File: src/rtl/uart_tx.sv
// uart_tx: serialises one DATA_BITS-wide word per request into a UART frame
// (one start bit, DATA_BITS data bits MSB first, one stop bit) on TXD.
// Bit timing comes from the TXC oversampling tick: every bit lasts OVERSAMPLE
// ticks. The frame shifts MSB first, so it matches the companion RX block.
// Every output is registered, so TXD changes only on a clk edge or on rst.
module uart_tx #(
  parameter int DATA_BITS  = 8,
  parameter int OVERSAMPLE = 16
) (
  input  logic                 clk,
  input  logic                 rst,
  input  logic                 TXC,
  input  logic                 TX_START,
  input  logic [DATA_BITS-1:0] DQ,
  output logic                 TXD,
  output logic                 TX_BUSY,
  output logic                 TX_END
);

  // Counter widths. The guards keep each width at one bit or more for
  // degenerate parameter values.
  localparam int TICK_W = (OVERSAMPLE > 1) ? $clog2(OVERSAMPLE) : 1;
  localparam int BIT_W  = (DATA_BITS > 1)  ? $clog2(DATA_BITS)  : 1;

  localparam logic [TICK_W-1:0] TICK_LAST = TICK_W'(OVERSAMPLE - 1);
  localparam logic [BIT_W-1:0]  BIT_LAST  = BIT_W'(DATA_BITS - 1);

  typedef enum logic [1:0] {
    S_IDLE  = 2'd0,
    S_START = 2'd1,
    S_DATA  = 2'd2,
    S_STOP  = 2'd3
  } state_t;

  // Registered state and outputs.
  state_t                r_state;
  logic [TICK_W-1:0]     r_tick_cnt;
  logic [BIT_W-1:0]      r_bit_cnt;
  logic [DATA_BITS-1:0]  r_shift;
  logic                  r_txd;
  logic                  r_busy;
  logic                  r_end;

  // Next-state values.
  state_t                w_state_next;
  logic [TICK_W-1:0]     w_tick_next;
  logic [BIT_W-1:0]      w_bit_next;
  logic [DATA_BITS-1:0]  w_shift_next;
  logic                  w_txd_next;
  logic                  w_busy_next;
  logic                  w_end_next;
  logic                  w_period_end;

  // A bit period ends on the TXC tick that finds the counter at its last value.
  // The counter never runs in IDLE, so a tick in the acceptance cycle is not
  // counted.
  assign w_period_end = TXC && (r_tick_cnt == TICK_LAST) && (r_state != S_IDLE);

  // Next-state logic: frame sequencing, tick and bit counting, data shifting.
  always_comb begin
    // NOTE: each signal gets a default before the case statement. A path
    // that leaves a signal unassigned would infer a latch.
    w_state_next = r_state;
    w_tick_next  = r_tick_cnt;
    w_bit_next   = r_bit_cnt;
    w_shift_next = r_shift;
    w_end_next   = 1'b0;

    if ((r_state != S_IDLE) && TXC) begin
      w_tick_next = w_period_end ? '0 : r_tick_cnt + 1'b1;
    end

    unique case (r_state)
      S_IDLE: begin
        if (TX_START) begin
          w_shift_next = DQ;
          w_tick_next  = '0;
          w_bit_next   = '0;
          w_state_next = S_START;
        end
      end
      S_START: begin
        if (w_period_end) begin
          w_state_next = S_DATA;
        end
      end
      S_DATA: begin
        if (w_period_end) begin
          w_shift_next = r_shift << 1;
          if (r_bit_cnt == BIT_LAST) begin
            w_bit_next   = '0;
            w_state_next = S_STOP;
          end else begin
            w_bit_next = r_bit_cnt + 1'b1;
          end
        end
      end
      S_STOP: begin
        if (w_period_end) begin
          w_state_next = S_IDLE;
          w_end_next   = 1'b1;
        end
      end
      default: begin
        w_state_next = S_IDLE;
      end
    endcase
  end

  // Output decode from the next state. Registering these values lets TXD and
  // TX_BUSY change in the same cycle the state changes.
  always_comb begin
    w_txd_next = 1'b1;
    unique case (w_state_next)
      S_IDLE:  w_txd_next = 1'b1;
      S_START: w_txd_next = 1'b0;
      S_DATA:  w_txd_next = w_shift_next[DATA_BITS-1];
      S_STOP:  w_txd_next = 1'b1;
      default: w_txd_next = 1'b1;
    endcase
    w_busy_next = (w_state_next != S_IDLE);
  end

  // State and output registers. Reset is asynchronous, so TXD returns to idle
  // at once and any frame in flight is dropped without a TX_END pulse.
  always_ff @(posedge clk or posedge rst) begin
    if (rst) begin
      r_state    <= S_IDLE;
      r_tick_cnt <= '0;
      r_bit_cnt  <= '0;
      // NOTE: the shift register is cleared on reset along with the control
      // state, so no X can reach TXD from a datapath register that was never
      // loaded.
      r_shift    <= '0;
      r_txd      <= 1'b1;
      r_busy     <= 1'b0;
      r_end      <= 1'b0;
    end else begin
      // NOTE: non-blocking assignments, so every register samples the values
      // from before this edge, whatever the statement order.
      r_state    <= w_state_next;
      r_tick_cnt <= w_tick_next;
      r_bit_cnt  <= w_bit_next;
      r_shift    <= w_shift_next;
      r_txd      <= w_txd_next;
      r_busy     <= w_busy_next;
      r_end      <= w_end_next;
    end
  end

  assign TXD     = r_txd;
  assign TX_BUSY = r_busy;
  assign TX_END  = r_end;

endmodule

File: config.mk
export PLATFORM = sky130hd
export DESIGN_NAME = uart_tx
export DESIGN_NICKNAME = d
export VERILOG_FILES = /design/src/rtl/uart_tx.sv
export SDC_FILE = /design/constraint.sdc
export NUM_CORES = 1
export LEC_CHECK = 0
export ABC_CLOCK_PERIOD_IN_PS = 5700
export CORE_MARGIN = 2
export CORE_UTILIZATION = 56
export DETAILED_ROUTE_END_ITERATION = 8
export MAX_ROUTING_LAYER = met4
export PLACE_DENSITY = 0.88
export SLEW_MARGIN = 20
export SYNTH_ARGS = -nofsm -noshare
export SYNTH_HDL_FRONTEND = slang
export SYNTH_SLANG_ARGS = --single-unit
File: constraint.sdc
create_clock -name clk -period 5.7 [get_ports clk]
set_input_delay 0.855 -clock clk [delete_from_list [all_inputs] [get_ports clk]]
set_output_delay 0.855 -clock clk [all_outputs]
set_load 0.005 [all_outputs]
==> reports/metrics.csv <==
metric;value;unit
status;finished clean;
vias in the first global route;673;
Slew HR;49.0;%
clock power share;18.1;%
CTS Hold Buffers Added;0;
Setup TNS;0;ns
combinational power share;28.8;%
Area Growth Syn to Fin;17.6;%
share of layout cells above drive strength 1;8.57;%
worst skew pair latency;0.30;ns
Cell Area, Synth;1040;um2
Tot GR Track Use;20.9;%
sequential area share after synthesis;48.3;%
sw power;151;uW
worst reg2reg endpoint;TXD$_DFF_PP1_;
post-synth top area cell;dfrtp_1;
Worst setup SP type;primary input;
final worst slack;2.94;ns
Nets;124;
Synth Instances;91;
fin crit share;48.4;%
register area;502;um2
clk buf depth;2;
Detailed Place HPWL;1470;um
RSZ-0062 raised after global routing;false;
WS Path Type;primary input to flip-flop;
first-pass GRT wire length;3080;um
CP required;5.91;ns
grt ovf;0;
PortBufs;14;
Yosys top cell area share;45.8;%
Tmin final;2.76;ns
WHS Endpoint;r_bit_cnt[2]$_DFFE_PP0P_;
# DRC;0;
Hold WS;0.502;ns
initial antenna violation count;0;
TritonCTS buffer count;3;
area of the multi-input gates;497;um2
Net Count, Synth;109;
asr flop ratio synth;100;%
worst hold path type;flip-flop to flip-flop;
Worst setup EP type;flip-flop;
core area;1730;um2
Max Cap Viol;0;
Sw Share;32.8;%
Max H-tree Level;1;
row cnt;15;
Least-Margin Pin Slew;0.765;ns
sequential share of power;53.2;%
Pleak;0.558;nW
Reg-to-Reg Start;r_tick_cnt[0]$_DFF_PP0_;
Place WS;2.64;ns
worst reg2reg setup slack;3.44;ns
largest net degree at the start of global routing;21;
Setup Fix Bufs, Post-CTS;0;
total clock sinks;20;
power density cells;377;nW/um2
final hold vios;0;
chip height;47.1;um
Synth Flop Type;dfrtp_1;
Die Width;47.1;um
Routed Antenna Nets;0;
Power Total;460;uW
CTS tree;yes;
Final Setup Violations;0;
CTS root buf;clkbuf_4;
IO Pins;15;
Initial DRC Count;12;
post-CTS sizing;0;
drt via density;5.92;
#FFs+latches synth;20;
Arrival @ worst endpoint;2.97;ns
die area;2220;um2
f_max;363;MHz
Setup Skew;0.00738;ns
hold wc startpoint;r_bit_cnt[2]$_DFFE_PP0P_;
CTS clk-pin slew, worst paths;0.12;ns
IR drop worst, VDD;0.000259;V
Hold Path Stages;1;
placer congestion estimate;0.803;
1st-pass router iterations;4;
worst-path maximum fanout;8;
number of flops mapped to enable cells by yosys;0;
# fillers;134;
distinct cell type count of the synthesized netlist;42;
final wirelength;2000;um
leading post-synthesis cells by cell area;dfrtp_1 (46%), ha_1 (7.2%), a221o_1 (5.8%);
final core occ;70.7;%
Vias;769;
Internal;309;uW
WL/cell;15.4;um
path depth of the worst reg2reg path;8;
Syn Area/Cell;11.4;um2
ant diodes;0;
Initial Util;60.1;%
Final Max Slew Viols;0;
synth warn;0;
worst max-delay path by stage:
| stage | start | to | slack (ns) | cells past startpoint |
|---|---|---|---|---|
| after floorplan | TXC | TXD$_DFF_PP1_ | 3.29 | 8 |
| after global placement | TXC | TXD$_DFF_PP1_ | 2.74 | 8 |
| after detailed placement | TXC | TXD$_DFF_PP1_ | 2.64 | 8 |
| after CTS | TXC | TXD$_DFF_PP1_ | 2.96 | 8 |
| after global routing | TXC | TXD$_DFF_PP1_ | 2.87 | 8 |
| final | TXC | TXD$_DFF_PP1_ | 2.94 | 8 |
registers in the layout, summed over array words and instances, names as in the netlist:
register	flops
r_bit_cnt	3
TX_END	1
r_state	2
TXD	1
TX_BUSY	1
r_shift	8
r_tick_cnt	4
cell families (layout without fill, tap and decap cells):
group           after synthesis  count (layout)  synth area share [%]
flops                        20              20                  48.3
fa+ha+maj                     6               6                  7.23
simple gates                 32              32                  19.6
mux                           1               1                  1.45
compound gates               21              21                  17.0
xor+xnor                      3               3                  2.53
buf+inv                       8              22                  3.85
layer usage:
layer	vias up	part of all wire [%]	GRT usage, %
met4	0	0.65	8.33
met2	16	48	31.0
met1	384	48	27.8
met5	-	0	-
met3	2	3.7	4.62
li1	367	-	-
layout by cell type (no fill, tap or decap), types with 2 or more instances in the layout:
master           Yosys  final
a21o_1               2      2
a221o_1              6      6
a221oi_1             2      2
and2_1               6      6
and3_1               2      2
and4_1               2      2
clkbuf_4             0      3
clkdlybuf4s50_1      0     14
dfrtp_1             19     19
ha_1                 6      6
inv_1                4      4
nand2_1              5      5
nor2_1               4      4
xor2_1               2      2
critical path: stages:
cell             delay, ns
clkdlybuf4s50_1       0.50
and4_1                0.34
and3_1                0.23
o31ai_1               0.34
ha_1                  0.31
inv_1                 0.06
a221oi_1              0.04
a221oi_1              0.30
synth_stat cells, drive strengths merged, types with 2 or more instances:
cell type and n:
a221o 6, o21ai 2, nor2 4, inv 4, xor2 2, dfrtp 19
nor3b 2, nand2 5, and4 2, a21o 2, and3 2, buf 3
a221oi 2, ha 6, and2 6
layout make-up:
class | instances | share of cell area [%]
Multi-Input combinational cell | 63 | 40.7
Tap cell | 25 | 2.56
Timing Repair Buffer | 14 | 11.5
Clock buffer | 4 | 2.97
Inverter | 4 | 1.23
Sequential cell | 20 | 41.1
power by group through the flow:
stage / combinational (mW) / sequential (mW) / clock, mW
6_report: 0.132 / 0.245 / 0.0832
5_1_grt: 0.148 / 0.251 / 0.0928
4_1_cts: 0.134 / 0.243 / 0.0855
3_5_place_dp: 0.132 / 0.246 / 0
3_3_place_gp: 0.126 / 0.241 / 0
2_1_floorplan: 0.110 / 0.224 / 0
stage by stage:
step,instances,cell area (um2)
after global routing,130,1220
after CTS,130,1220
after floorplan,91,1040
after detailed placement,126,1180
after global placement,126,1180
final,130,1220
Note: power is estimated with default switching activity, not from simulation.
